## config.mk

```make
export PLATFORM = sky130hd
export DESIGN_NAME = nios_st_fifo_arbiter
export DESIGN_NICKNAME = d
export VERILOG_FILES = /design/src/rtl/nios_st_arb_pkg.sv /design/src/rtl/nios_st_rr_picker.sv /design/src/rtl/nios_st_fifo_arbiter.sv
export SDC_FILE = /design/constraint.sdc
export NUM_CORES = 1
export LEC_CHECK = 0
export ABC_AREA = 1
export CORE_ASPECT_RATIO = 0.8
export CORE_UTILIZATION = 27
export CTS_BUF_LIST = sky130_fd_sc_hd__clkbuf_4
export DETAILED_ROUTE_END_ITERATION = 8
export GPL_TIMING_DRIVEN = 1
export PLACE_DENSITY = 0.81
export SETUP_SLACK_MARGIN = 0.5
export SLEW_MARGIN = 20
export SYNTH_ARGS = -nofsm -noshare
export SYNTH_HDL_FRONTEND = slang
export SYNTH_HIERARCHICAL = 1
export SYNTH_SLANG_ARGS = --single-unit
```

## constraint.sdc

```tcl
create_clock -name clk -period 1.89 [get_ports clk]
set_clock_uncertainty 0.2 [all_clocks]
set_input_delay 0.189 -clock clk [delete_from_list [all_inputs] [get_ports clk]]
set_output_delay 0.189 -clock clk [all_outputs]
set_load 0.01 [all_outputs]
```

## src/rtl/nios_st_arb_pkg.sv

```systemverilog
// Shared beat-field positions and FSM encoding for the Avalon-ST FIFO arbiter.
package nios_st_arb_pkg;
  localparam int SOP_BIT   = 32;
  localparam int EOP_BIT   = 33;
  localparam int EMPTY_LSB = 34;
  localparam int ERR_BIT   = 36;

  typedef enum logic {ST_IDLE, ST_LOCK} arb_state_e;
endpackage

```

## src/rtl/nios_st_rr_picker.sv

```systemverilog
// Combinational round-robin picker: first set req bit after last_grant, wrapping.
module nios_st_rr_picker #(
  parameter int NUM_SRC = 4
) (
  input  logic [NUM_SRC-1:0]         req,
  input  logic [$clog2(NUM_SRC)-1:0] last_grant,
  output logic [$clog2(NUM_SRC)-1:0] pick,
  output logic                       any
);
  localparam int IDX_W = $clog2(NUM_SRC);

  logic [IDX_W-1:0] cand;

  // Walk offsets from farthest to nearest so the nearest requester wins.
  always_comb begin
    pick = last_grant;
    cand = last_grant;
    for (int off = NUM_SRC; off >= 1; off--) begin
      cand = IDX_W'((int'(last_grant) + off) % NUM_SRC);
      if (req[cand]) pick = cand;
    end
  end

  assign any = |req;
endmodule

```

## src/rtl/nios_st_fifo_arbiter.sv

```systemverilog
// Packet-locked round-robin arbiter feeding one Avalon-ST FIFO, with fill-level
// throttle, mid-packet watchdog and orphan-beat discard.
module nios_st_fifo_arbiter
  import nios_st_arb_pkg::*;
#(
  parameter int NUM_SRC     = 4,
  parameter int DATA_WIDTH  = 37,
  parameter int FILL_WIDTH  = 5,
  parameter int AFULL_LEVEL = 14,
  parameter int TIMEOUT     = 64
) (
  input  logic                          clk,
  input  logic                          reset_n,
  input  logic [NUM_SRC-1:0]            src_valid,
  input  logic [NUM_SRC*DATA_WIDTH-1:0] src_data,
  output logic [NUM_SRC-1:0]            src_ready,
  output logic                          fifo_in_valid,
  output logic [DATA_WIDTH-1:0]         fifo_in_data,
  input  logic                          fifo_in_ready,
  input  logic [FILL_WIDTH-1:0]         fifo_fill_level,
  output logic [NUM_SRC-1:0]            grant,
  output logic                          busy,
  output logic                          timeout_err,
  output logic                          drop_err
);
  localparam int IDX_W = $clog2(NUM_SRC);
  localparam int CNT_W = $clog2(TIMEOUT);

  arb_state_e                           state;
  logic [IDX_W-1:0]                     last_grant, pick;
  logic                                 any;
  logic [CNT_W-1:0]                     wd_cnt;
  logic [NUM_SRC-1:0]                   sop, req, orphan;
  logic [NUM_SRC-1:0][DATA_WIDTH-1:0]   beats;
  logic                                 lock, throttle, owner_valid, owner_eop, accept;

  for (genvar i = 0; i < NUM_SRC; i++) begin : g_src
    assign beats[i] = src_data[i*DATA_WIDTH +: DATA_WIDTH];
    assign sop[i]   = beats[i][SOP_BIT];
  end

  assign lock   = (state == ST_LOCK);
  assign req    = src_valid & sop;
  assign orphan = src_valid & ~sop;

  nios_st_rr_picker #(.NUM_SRC(NUM_SRC)) u_picker (
    .req        (req),
    .last_grant (last_grant),
    .pick       (pick),
    .any        (any)
  );

  // In LOCK the owner index is last_grant, so it doubles as the mux select.
  assign throttle      = (fifo_fill_level >= FILL_WIDTH'(AFULL_LEVEL));
  assign owner_valid   = src_valid[last_grant];
  assign owner_eop     = beats[last_grant][EOP_BIT];
  assign fifo_in_data  = beats[last_grant];
  assign fifo_in_valid = lock & owner_valid & ~throttle;
  assign accept        = lock & owner_valid & fifo_in_ready & ~throttle;
  assign busy          = lock;

  always_comb begin
    src_ready = '0;
    if (lock) src_ready[last_grant] = fifo_in_ready & ~throttle;
    else      src_ready = orphan;
  end

  always_ff @(posedge clk or negedge reset_n) begin
    if (!reset_n) begin
      state       <= ST_IDLE;
      grant       <= '0;
      last_grant  <= IDX_W'(NUM_SRC-1);
      wd_cnt      <= '0;
      timeout_err <= 1'b0;
      drop_err    <= 1'b0;
    end else begin
      timeout_err <= 1'b0;
      drop_err    <= 1'b0;
      case (state)
        ST_IDLE: begin
          wd_cnt   <= '0;
          drop_err <= |orphan;
          if (any) begin
            state      <= ST_LOCK;
            last_grant <= pick;
            grant      <= NUM_SRC'(1) << pick;
          end
        end
        ST_LOCK: begin
          if (accept && owner_eop) begin
            state  <= ST_IDLE;
            grant  <= '0;
            wd_cnt <= '0;
          end else if (owner_valid) begin
            // Backpressure or throttle with data pending is not a source stall.
            wd_cnt <= '0;
          end else if (wd_cnt == CNT_W'(TIMEOUT-1)) begin
            state       <= ST_IDLE;
            grant       <= '0;
            wd_cnt      <= '0;
            timeout_err <= 1'b1;
          end else if (wd_cnt != {CNT_W{1'b1}}) begin
            wd_cnt <= wd_cnt + 1'b1;
          end
        end
        default: state <= ST_IDLE;
      endcase
    end
  end
endmodule

```

Word-level counts from Yosys, hierarchy flattened:

Cells that the tools add are included.
Widths: inputs -> output; s select.

* $mul: 0
* div/mod/pow operators: 0
* eq/ne operators: 6
* bitwise operators: 11
* $add $sub $neg: 5
* reductions and logical operators: 6
* muxes and demuxes: 39
* order comparisons: 7
* shift operators: 1

Operators by type and width (number)
* $bmux 37 s2: 1
* $mux 37: 1
* $mux 6: 4
* $mux 4: 5
* $lt 2x3->1 const B: 5
* $mux 1: 15
* $and 4x4->4: 3
* $pmux 6 s2: 1
* $bmux 1 s2: 5
* $mux 2: 4
* $pmux 4 s2: 1
* $reduce_or 4->1: 2
* $add 6x1->6 const B: 1
* $eq 6x6->1 const B: 1
* $ne 6x6->1 const B: 1
* $and 1x1->1: 5
* $ge 5x4->1 const B: 1
* $ne 5x1->1 const B: 1
* $add 2x1->2 const B: 2
* $add 2x2->2 const B: 2
* $not 4->4: 1
* $shl 1x2->4 const A: 1
* $ne 3x1->1 const B: 1
* $ne 3x2->1 const B: 1
* 8 further kinds: 10

* word-level logic and storage cells: 81
* memories kept: 0
* output and inout bits: 49
* input port bits: 160
* bits in latches: 0
* register bits: 15
* bits in read-only memories: 0
* RAM bits: 0

Depth between registers and ports, before layout:

Gate-level depths: netlist of the first run.

* depth after elaboration: 10
* gate-level depth with buffers: 15
* mapped depth without buffers: 15

Modules after synthesis:

The synthesis of the first run kept the hierarchy.

Modules (own cells, without submodules)
* nios_st_fifo_arbiter: area an instance 1778.0 um2, times used 1, seq. area each 377.9 um2, cells an instance 269
* nios_st_rr_picker: area an instance 203.9 um2, times used 1, seq. area each 0.0 um2, cells an instance 43

Worst setup path after synthesis of the first run:

Ideal clock, no wire load.

* kind: register -> register
* start: reg last_grant[0]
* end: reg grant[3]
* path slack: 0.130 ns
* data required time: 1.625 ns
* data arrival time: 1.495 ns
* cell stages (with the launch flop): 14
* library setup time: 0.065 ns
* path buffers: 1
* cells stage by stage: dfstp_2 -> buf_6 -> inv_6 -> nand2_2 -> nand2_2 -> nand2_1 -> nand2_1 -> inv_2 -> nand3_1 -> nand2_1 -> inv_1 -> nor3_1 -> nand3_1 -> nand2_1

* word-level cells in the longest chain between the ends: 10
* elaborated cells between the ends (all ways): 31

RTL lines
* start, declared: RTL line nios_st_fifo_arbiter.sv:30 `logic [IDX_W-1:0] last_grant, pick;`
* start signal, assigned: RTL line nios_st_fifo_arbiter.sv:72 `last_grant <= IDX_W'(NUM_SRC-1);`
* start signal, assigned: RTL line nios_st_fifo_arbiter.sv:85 `last_grant <= pick;`
* $add 2x1->2: RTL line nios_st_rr_picker.sv:19 `cand = IDX_W'((int'(last_grant) + off) % NUM_SRC);`
* $bmux 1 s2: RTL line nios_st_rr_picker.sv:20 `if (req[cand]) pick = cand;`
* $mux 1 (implied by the code): RTL line nios_st_rr_picker.sv:20
* $mux 2 (3 in series): RTL line nios_st_rr_picker.sv:20
* $mux 2 *: RTL line nios_st_rr_picker.sv:20
* named net pick[0]: RTL line nios_st_fifo_arbiter.sv:30
* $shl 1x2->4 *: RTL line nios_st_fifo_arbiter.sv:86 `grant <= NUM_SRC'(1) << pick;`
* $mux 4 *: RTL line nios_st_fifo_arbiter.sv:83 `if (any) begin`
* $pmux 4 s2 *: RTL line nios_st_fifo_arbiter.sv:79 `case (state)`
* end signal, assigned: RTL line nios_st_fifo_arbiter.sv:86
* end, declared: RTL line nios_st_fifo_arbiter.sv:21 `output logic [NUM_SRC-1:0] grant,`

Mark *: on every way through the listed nets, which the timed path passes. The rest lies on a longest branch. The select of a mux whose other input is x is not followed.
A chain may end at the register's enable or synchronous reset.

Worst setup path in the final report of the first run:

* start: reg last_grant[0]
* end: out fifo_in_data[16]

* word-level cells in the longest chain between the ends: 2

RTL lines
* $bmux 37 s2: RTL line nios_st_fifo_arbiter.sv:57 `assign fifo_in_data = beats[last_grant];`
* $mux 37 (implied by the code): RTL line nios_st_fifo_arbiter.sv:57
* end, declared: RTL line nios_st_fifo_arbiter.sv:18 `output logic [DATA_WIDTH-1:0] fifo_in_data,`

Every way passes these cells. The select of a mux whose other input is x is not followed.

==> results of run 1 <==
## power by group
group          switching [uW]  internal [uW]  total [uW]  leakage (uW)
clock                     106           96.4         203     0.0000184
combinational            3460           3580        7040       0.00233
sequential               93.6            429         522      0.000195
total                    3660           4110        7760       0.00255
## layout make-up
type                            count  area [sq um]
Timing Repair inverter              1         8.758
Clock buffer                        4         30.03
Inverter                           35         203.9
Multi-Input combinational cell    243          1994
Timing Repair Buffer              287          2904
Antenna cell                        1         2.502
Sequential cell                    15         377.9
Tap cell                           87         108.9
Fill cell                         411          1363
## how the worst max path moves through the flow
| stage | from | endpoint | slack, ns |
|---|---|---|---|
| after floorplan | last_grant[1]$_DFFE_PN1P_ | grant[3]$_DFFE_PN0P_ | 0.16 |
| after CTS | last_grant[1]$_DFFE_PN1P_ | fifo_in_data[28] | -0.26 |
| after global routing | last_grant[0]$_DFFE_PN1P_ | grant[3]$_DFFE_PN0P_ | -0.47 |
| after global placement | last_grant[0]$_DFFE_PN1P_ | fifo_in_data[22] | -0.26 |
| after detailed placement | last_grant[0]$_DFFE_PN1P_ | fifo_in_data[10] | -0.29 |
| final | last_grant[0]$_DFFE_PN1P_ | fifo_in_data[16] | -0.37 |
## layer usage
metal	GRT usage, %	up-vias
met5	0	-
met4	9.848	0
met3	5.877	78
met2	56.74	226
met1	33.53	1786
li1	-	1632
## through the flow
stage	instance area [sq um]	hold slack, ns	utilization [%]	instances	worst slack (ns)
6_report	5630	0.02814	80.52	673	-0.3704
5_1_grt	5630	0.04185	80.52	673	-0.4662
4_1_cts	5039	0.03006	72.05	651	-0.2577
3_5_place_dp	4637	0.2673	66.31	621	-0.2898
3_3_place_gp	4637	0.2570	66.31	621	-0.2593
2_1_floorplan	2325	-0.3066	-	312	0.1611
## sequential cells by signal (all words and copies together) (netlist names)
signal,flops
last_grant,2
grant,4
drop_err,1
wd_cnt,6
busy,1
timeout_err,1
## repair_timing
item / CTS / global route
endpoints found under the setup margin: 63 / 60
setup buffers: 22 / 18
gates cloned: 4 / 3
pin swaps: 23 / 44
resized for setup: 248 / 87
hold endpoints to repair: 0 / 0
## layout by cell type, fill, tap and decap left out, types with 2 or more instances in the layout
cell type	instances
clkbuf_4	4
nor3_2	3
nor2_2	4
nor2_4	3
nand2_4	20
dfstp_2	2
dfrtp_1	13
xor2_1	2
nand3_1	8
inv_1	24
nand3_2	19
clkinv_8	3
dlygate4sd2_1	5
inv_2	2
buf_6	36
nor4_4	3
nor3_4	3
a22oi_2	44
nand3_4	2
clkbuf_16	3
buf_16	3
o21ai_2	6
buf_12	13
buf_8	2
a22oi_1	17
clkdlybuf4s50_1	158
inv_8	4
buf_2	32
nand2_2	20
nand4_1	2
inv_4	2
nand2_1	73
nor2_1	3
buf_4	34
o211ai_1	2
## kinds of logic (layout without fill, tap and decap cells)
| kind of cell | after synthesis | count (layout) | synth area share (%) |
|---|---|---|---|
| xor gates and xnor gates | 2 | 2 | 0.8840 |
| and+or+nand+nor | 167 | 167 | 39.14 |
| DFF | 15 | 15 | 19.07 |
| other | 0 | 1 | 0 |
| AOI/OAI and AO/OA | 73 | 73 | 27.34 |
| adders and majority gates | 1 | 1 | 0.6312 |
| buffers and inverters | 54 | 327 | 12.94 |
## critical path, delay by kind of cell, from the launching register on
kind | cells | cell delay [ns]
compound gates | 1 | 0.19
buf+inv | 5 | 0.67
flops | 1 | 0.58
simple gates | 2 | 0.13
==> flow_summary.toml, run 1 <==
[run_status]
outcome = "complete, but fails checks"
violations = "design-rule violations, negative setup slack"

[yosys]
ys.flop_type = "dfrtp_1"
post-synth-top-count-cell = "nand2_1"
synth_area_leaders = "a22oi_1 23%, nand2_1 20%, dfrtp_1 16%"
syn_avg_cell_area_sq_um = 6.352
synth_cells = 312
synth_area_sq_mm = 0.001982
synth-edff-count = 0
synth_top_area_share_pct = 23.11
synth_area_leader_cell = "a22oi_1"
yosys-top-cells-count = "103 x nand2_1, 61 x a22oi_1, 27 x inv_1"
seq_area_frac_synth_pct = 19.07
synth_nets = 473
async_flop_share_pct = 100.0
yosysUniqueCellTypes = 35
ys_seq_elements = 15
yosys_warnings = 6

[flow_run]
cap_violations = 0

[grt]
grt-ovfl-total = 0
antenna_found_initial = 1
grt_pass1_vias = 3571
grt_usage_pct = 29.92
grt_start_max_net_pins = 21
grt_pass1_wl_mm = 18.24

[clock_tree]
htree_num_levels = 1
root_buffer = "clkbuf_4"
cts_tree = "yes"
clk_latency_ns = 0.28
postCtsHoldBufs = 0
clk_pin_slew_ns = 0.09
clockBufferDepth = 2
cts_sinks = 15
cts_inserted_buffers = 3

[worst_setup_path]
start_kind = "flop"
crit_chain = "buf_6 -> buf_6 -> nor2_4 -> buf_4 -> clkbuf_16 -> a22oi_2 -> nand2_1 -> buf_2"
reg2reg_setup_slack_ns = -0.37
crit_arrival_ns = 1.87
worst_setup_path_end_kind = "primary output"
critPathMostFrequentCell = "buf_6"
reg2reg_to = "grant[3]$_DFFE_PN0P_"
cp.required_ns = 1.50
crit_fanout = 10
critPathMaxStageDelay_ns = 0.58
slowest_stage = "dfstp_2"
r2r-start = "last_grant[0]$_DFFE_PN1P_"
rr_worst_depth = 15
crit_type = "flop to primary output"

[die]
start_util_pct = 28.34
die_w_microns = 97.79
dieArea_sq_mm = 0.007689
io_pins = 209
num_rows = 27
die_h_microns = 78.63
coreArea_sq_mm = 0.006993

[detailed_routing]
wl_mm = 14.62
vias = 3722
dr_wl_met2_mm = 7.547
wire_per_inst_microns = 21.72
met3_length_mm = 1.156
vias_per_cell = 5.530
remaining_drc_errors = 28
wl_met1_mm = 5.038
antenna_left = 0
firstDrtPassIters = 7
drtIter0Drc = 209
routed.top_layer = "met4"

[sta]
worst_slew_pin_slew_ns = 0.3630
rsz0062_at_grt = "true"
slew_headroom_pct = 75.72
fin_crit_ns = 2.260
setup_tns_ns = -14.22
setup_viol = 56
min_period_over_period_pct = 119.6
fmax_mhz = 442.4
report.final.hold_viol_count = 0
slew_viol_final = 0
fin_ws_ns = -0.3704

[power]
p_leak_uw = 0.002546
ir_drop_v = 0.0009569
power_uw = 7761
powerDensity_mw_per_mm2 = 1378

[worst_hold_path]
hold_path_class = "primary input to asynchronous set/reset pin"

[place]
io_buffer_count = 207
dp_hpwl_mm = 8.395
gp_congestion = 0.8393

[cells_and_area]
area_growth_pct = 184.1
nets = 747
final_layout_size_suffix_gt1_share_pct = 47.01
Note: power is estimated with default switching activity, not from simulation.
==> run 2: changes to the inputs <==
--- a/config.mk
+++ b/config.mk
@@ -6,7 +6,7 @@
 export NUM_CORES = 1
 export LEC_CHECK = 0
 export ABC_AREA = 1
-export CORE_ASPECT_RATIO = 0.8
+export CORE_ASPECT_RATIO = 1.4
 export CORE_UTILIZATION = 27
 export CTS_BUF_LIST = sky130_fd_sc_hd__clkbuf_4
 export DETAILED_ROUTE_END_ITERATION = 8
==> run 2 against run 1 <==
Effect of this change: the flow finishes with violations (negative setup slack); fmax shrank 2.4%; final cell count increased by 3.0%; count of clock-buffer cells in the layout is 1 lower; sequential share of layout area shrank 0.24 points; register-to-register slack better by 0.07 ns; non-clock buffer count grew 13; final area rose by 3.7%; critical path type unchanged; largest cell class unchanged; highest routed layer unchanged.
==> flow_summary.toml, run 2 (synthesis results as in run 1) <==
[worst_setup_path]
crit_chain = "buf_6 -> nor2_4 -> buf_12 -> buf_16 -> a22oi_2 -> nand2_1 -> buf_2"
slowest_stage = "dfstp_2"
start_kind = "flop"
rr_worst_depth = 14
crit_buf_inv = 4
reg2reg_to = "timeout_err$_DFF_PN0_"
r2r-start = "last_grant[1]$_DFFE_PN1P_"
cp.required_ns = 1.50
critPathMaxStageDelay_ns = 0.56
worst_setup_path_end_kind = "primary output"
crit_type = "flop to primary output"
crit_fanout = 7
critPathTopFamily = "flip-flops"
crit_arrival_ns = 1.93
reg2reg_setup_slack_ns = -0.30

[clock_tree]
cts_tree = "yes"
clk_pin_slew_ns = 0.10
root_buffer = "clkbuf_4"
htree_num_levels = 1
clk_latency_ns = 0.31
cts_inserted_buffers = 3
clockBufferDepth = 2
cts_sinks = 15

[worst_hold_path]
whs_endpoint = "grant[2]$_DFFE_PN0P_"
hold_depth = 2
min_from = "grant[2]$_DFFE_PN0P_"
hold_path_class = "flop to flop"

[sta]
slew_viol_final = 0
fin_ws_ns = -0.4263
setup_tns_ns = -14.30
holdWs_ns = 0.3094
setup_viol = 56
fmax_mhz = 431.7
min_period_over_period_pct = 122.6
fin_crit_ns = 2.316
report.final.hold_viol_count = 0
rsz0062_at_grt = "true"
slew_headroom_pct = 77.69
worst_slew_pin_slew_ns = 0.3346

[detailed_routing]
vias = 3790
wl_mm = 14.96
firstDrtPassIters = 4
vias_per_cell = 5.469
drtIter0Drc = 192
antenna_left = 0
wire_per_inst_microns = 21.59
remaining_drc_errors = 0

[cells_and_area]
layout_common_cells = "158 x clkdlybuf4s50_1, 79 x nand2_1, 57 x a22oi_2"
layout_commonest_cell = "clkdlybuf4s50_1"
area_growth_pct = 194.6
postLayoutCellArea_sq_mm = 0.005838
regMostFlops = "wd_cnt"
largestRegisters = "wd_cnt: 6 flops, grant: 4 flops, last_grant: 2 flops"
fillCellCount = 386
final_layout_size_suffix_gt1_share_pct = 48.91
largest_register_ffs = 6
utilization_pct = 83.08
nets = 759

[die]
die_h_microns = 103.4
num_rows = 36
coreArea_sq_mm = 0.007027
start_util_pct = 28.21
io_pins = 209
die_w_microns = 74.41
dieArea_sq_mm = 0.007692

[grt]
grt_pass1_wl_mm = 18.67
antenna_found_initial = 1
grt_usage_pct = 32.81
grt_pass1_vias = 3570
grt_start_max_net_pins = 21
grt-ovfl-total = 0

[run_status]
outcome = "complete, but fails checks"
violations = "negative setup slack"

[place]
dp_hpwl_mm = 9.120
postPlaceCellArea_sq_mm = 0.004700
io_buffer_count = 207
gp_congestion = 0.9177
dpl_worst_slack_ns = -0.2470

[power]
ir_drop_v = 0.001199
p_leak_uw = 0.002600
powerDensity_mw_per_mm2 = 1386

[flow_run]
cap_violations = 0
[run 2: changes by cell type in the layout (fill, tap and decap cells not counted), moves of 4 or more]
cell | before | now
inv_6 | 0 | 4
nand2_4 | 20 | 11
dlygate4sd2_1 | 5 | 1
buf_6 | 36 | 47
nand2_2 | 20 | 24
clkdlybuf4s15_1 | 1 | 5
a22oi_2 | 44 | 57
buf_2 | 32 | 24
nand2_1 | 73 | 79
a22oi_1 | 17 | 4
[run 2: metal layers]
| metal | part of all wire [%] | vias up | wire [microns] | GRT usage (%) |
|---|---|---|---|---|
| li1 | - | 1664 | - | - |
| met1 | 33 | 1805 | 4976 | 33.71 |
| met2 | 51 | 254 | 7703 | 60.36 |
| met3 | 9.9 | 67 | 1482 | 8.721 |
| met4 | 5.3 | 0 | 799 | 15.82 |
| met5 | 0 | - | 0 | 0 |
[run 2: how the worst max path moves through the flow]
stage	from	endpoint	slack, ns	depth (start not counted)
final	last_grant[1]$_DFFE_PN1P_	fifo_in_data[16]	-0.43	7
after global routing	last_grant[0]$_DFFE_PN1P_	fifo_in_data[16]	-0.48	7
after CTS	last_grant[1]$_DFFE_PN1P_	fifo_in_data[27]	-0.25	9
after detailed placement	last_grant[0]$_DFFE_PN1P_	fifo_in_data[9]	-0.25	7
after global placement	last_grant[1]$_DFFE_PN1P_	fifo_in_valid	-0.26	7
after floorplan	last_grant[1]$_DFFE_PN1P_	grant[3]$_DFFE_PN0P_	0.16	10
[run 2: per-stage QoR]
stage | total power, uW | std cells
2_1_floorplan | 3224 | 312
3_3_place_gp | 5338 | 636
3_5_place_dp | 5410 | 636
4_1_cts | 6724 | 673
5_1_grt | 8478 | 693
6_report | 8091 | 693
[run 2: area by class of cell]
| class | instances | area, sq um | share of cell area [%] |
|---|---|---|---|
| repair buffers | 300 | 3156 | 54.05 |
| flip-flops and latches | 15 | 377.9 | 6.472 |
| clock buffers | 3 | 22.52 | 0.3858 |
| multi-input cells | 243 | 1967 | 33.69 |
| clock inverters | 1 | 5.005 | 0.08573 |
| well taps | 95 | 118.9 | 2.036 |
| inverters | 35 | 188.9 | 3.236 |
| diodes | 1 | 2.502 | 0.04286 |
[run 2: tightest hold or removal path, delay by kind of cell, from the launching register on]
kind             cells  cell delay, ns
DFF                  1            0.37
and+or+nand+nor      2            0.12
[run 2: what timing repair did]
| item | in CTS | in global routing |
|---|---|---|
| resized for setup | 267 | 79 |
| hold buffers | 1 | 0 |
| setup endpoints to repair | 63 | 62 |
| buffers inserted | 26 | 14 |
| hold endpoints to repair | 13 | 0 |
| pin swaps | 27 | 57 |
| cloned | 6 | 5 |
[run 2: power by group]
| part | switching, uW | internal (uW) |
|---|---|---|
| Clock | 121 | 79.2 |
| Combinational | 3480 | 3910 |
| Sequential | 78.1 | 428 |
| Total | 3680 | 4410 |
==> run 3: changes to the inputs <==
--- a/config.mk
+++ b/config.mk
@@ -6,13 +6,12 @@
 export NUM_CORES = 1
 export LEC_CHECK = 0
 export ABC_AREA = 1
-export CORE_ASPECT_RATIO = 1.4
+export CORE_ASPECT_RATIO = 1.1
 export CORE_UTILIZATION = 27
 export CTS_BUF_LIST = sky130_fd_sc_hd__clkbuf_4
 export DETAILED_ROUTE_END_ITERATION = 8
 export GPL_TIMING_DRIVEN = 1
 export PLACE_DENSITY = 0.81
-export SETUP_SLACK_MARGIN = 0.5
 export SLEW_MARGIN = 20
 export SYNTH_ARGS = -nofsm -noshare
 export SYNTH_HDL_FRONTEND = slang
==> constraint.sdc (replaced) <==
create_clock -name clk -period 1.89 [get_ports clk]
set_clock_uncertainty 0.2 [all_clocks]
set_input_delay 0.189 -clock clk [delete_from_list [all_inputs] [get_ports clk]]
set_output_delay 0.189 -clock clk [all_outputs]
set_load 0.1 [all_outputs]
==> run 3 against run 2 <==
Effect of this change: non-clock buffer count is 37 lower; fmax is 3.6% higher; critical path depth stayed put; sequential power is 12% higher; critical endpoint is now fifo_in_valid; setup slack better by 0.080 ns; the flow still finishes with violations (negative setup slack); critical path type unchanged; register-to-register slack better by 0.04 ns; sequential share of layout area is 0.26 points lower; final area is 5.1% higher; first-iteration DRC count is 41% lower.
==> flow_summary.toml, run 3 (synthesis results as in run 1) <==
[run_status]
outcome = "complete, but fails checks"
violations = "negative setup slack"

[power]
p_leak_uw = 0.002562
power_uw = 12990
ir_drop_v = 0.002310
powerDensity_mw_per_mm2 = 2116

[worst_setup_path]
reg2reg_setup_slack_ns = -0.26
cp.required_ns = 1.50
crit_chain = "buf_12 -> nand3_1 -> nand2_2 -> nor2_4 -> nor2_4 -> and3_4 -> buf_12"
crit_arrival_ns = 1.85
crit_fanout = 7
worst_setup_path_end_kind = "primary output"
slowest_stage = "dfstp_2"
start_kind = "flop"
critPathMaxStageDelay_ns = 0.58
crit_type = "flop to primary output"

[detailed_routing]
drtIter0Drc = 113
vias_per_cell = 5.673
antenna_left = 0
wire_per_inst_microns = 23.20
wl_mm = 15.04
remaining_drc_errors = 0
vias = 3676
firstDrtPassIters = 5

[cells_and_area]
postLayoutCellArea_sq_mm = 0.006138
utilization_pct = 87.11
layout_common_cells = "158 x clkdlybuf4s50_1, 59 x nand2_1, 59 x buf_12"
final_layout_size_suffix_gt1_share_pct = 48.85
regMostFlops = "wd_cnt"
regArea_sq_um = 381.6
layout_commonest_cell = "clkdlybuf4s50_1"
nets = 725
fillCellCount = 308
multiInputGateArea_sq_mm = 0.002187
largestRegisters = "wd_cnt: 6 flops, grant: 4 flops, last_grant: 2 flops"
antenna-diode-count = 0
area_growth_pct = 209.7
largest_register_ffs = 6

[clock_tree]
clockBufferDepth = 2
cts_inserted_buffers = 3
cts_sinks = 15
cts_tree = "yes"
htree_num_levels = 1
root_buffer = "clkbuf_4"
clk_latency_ns = 0.28
clk_pin_slew_ns = 0.10

[sta]
rsz0062_at_grt = "true"
holdWs_ns = 0.005613
slew_headroom_pct = 71.52
fmax_mhz = 447.2
min_period_over_period_pct = 118.3
fin_ws_ns = -0.3463
worst_slew_pin_slew_ns = 0.4268
setup_viol = 54
report.final.hold_viol_count = 0
slew_viol_final = 0
fin_crit_ns = 2.236

[die]
die_w_microns = 83.69
die_h_microns = 91.86
num_rows = 32
dieArea_sq_mm = 0.007687
coreArea_sq_mm = 0.007047
io_pins = 209
start_util_pct = 28.13

[place]
gp_congestion = 0.9195
io_buffer_count = 207
postPlaceCellArea_sq_mm = 0.005310
dp_hpwl_mm = 9.198

[grt]
grt_usage_pct = 33.89
grt-ovfl-total = 0
antenna_found_initial = 0
grt_pass1_vias = 3702
grt_start_max_net_pins = 19
grt_pass1_wl_mm = 20.13

[flow_run]
cap_violations = 0

[worst_hold_path]
hold_path_class = "primary input to asynchronous set/reset pin"
## run 3: cell count changes in the layout (fill, tap and decap cells not counted), moves of 13 or more
cell	change
buf_12	+47
buf_2	-24
buf_6	-29
nand2_1	-20
nand2_4	+20
nand3_2	-13
## run 3: cell type report
class | instances | share of cell area [%]
Multi-Input combinational cell | 243 | 35.63
Sequential cell | 15 | 6.217
Timing Repair inverter | 3 | 0.5503
Inverter | 35 | 2.915
Tap cell | 85 | 1.733
Timing Repair Buffer | 263 | 52.47
Clock buffer | 4 | 0.4892
## run 3: final timing paths
| check | from | endpoint | cells after the start |
|---|---|---|---|
| max in group asynchronous | reset_n | last_grant[1]$_DFFE_PN1P_ | 2 |
| setup reg to reg | last_grant[0]$_DFFE_PN1P_ | grant[3]$_DFFE_PN0P_ | 13 |
| hold / removal | reset_n | grant[1]$_DFFE_PN0P_ | 2 |
| hold reg to reg | wd_cnt[0]$_DFFE_PN0P_ | wd_cnt[0]$_DFFE_PN0P_ | 1 |
| setup / recovery | last_grant[0]$_DFFE_PN1P_ | fifo_in_valid | 7 |
| min in group clk | wd_cnt[0]$_DFFE_PN0P_ | wd_cnt[0]$_DFFE_PN0P_ | 1 |
## run 3: power by group
part | switching, uW | total (uW) | internal [uW]
Sequential | 130 | 565 | 435
Combinational | 7590 | 12200 | 4630
Clock | 103 | 200 | 96.2
## run 3: repair_timing
action	4_1_cts	5_1_grt
cloned	5	2
pin swaps	8	31
setup endpoints to repair	46	55
buffers inserted	11	10
resized for setup	72	56
hold buffers	0	0
## run 3: stage by stage
step | worst slack, ns | TNS [ns] | cells
6_report | -0.3463 | -12.52 | 648
2_1_floorplan | -0.4223 | -0.6407 | 312
5_1_grt | -0.3701 | -14.93 | 648
3_3_place_gp | -0.1325 | -2.508 | 619
4_1_cts | -0.2714 | -10.00 | 639
3_5_place_dp | -0.2385 | -4.225 | 619
## run 3: metal layers
metal | vias to the layer above | track usage [%] | share of wire [%]
li1 | 1583 | - | -
met1 | 1799 | 31.57 | 33
met2 | 219 | 64.77 | 53
met3 | 75 | 10.53 | 8.2
met4 | 0 | 18.93 | 6.5
met5 | - | 0 | 0
## run 3: worst max-delay path: cells and delay by family (launching register included)
kind / cells / cell delay (ns)
DFF: 1 / 0.58
buffers and inverters: 2 / 0.32
and+or+nand+nor: 5 / 0.65
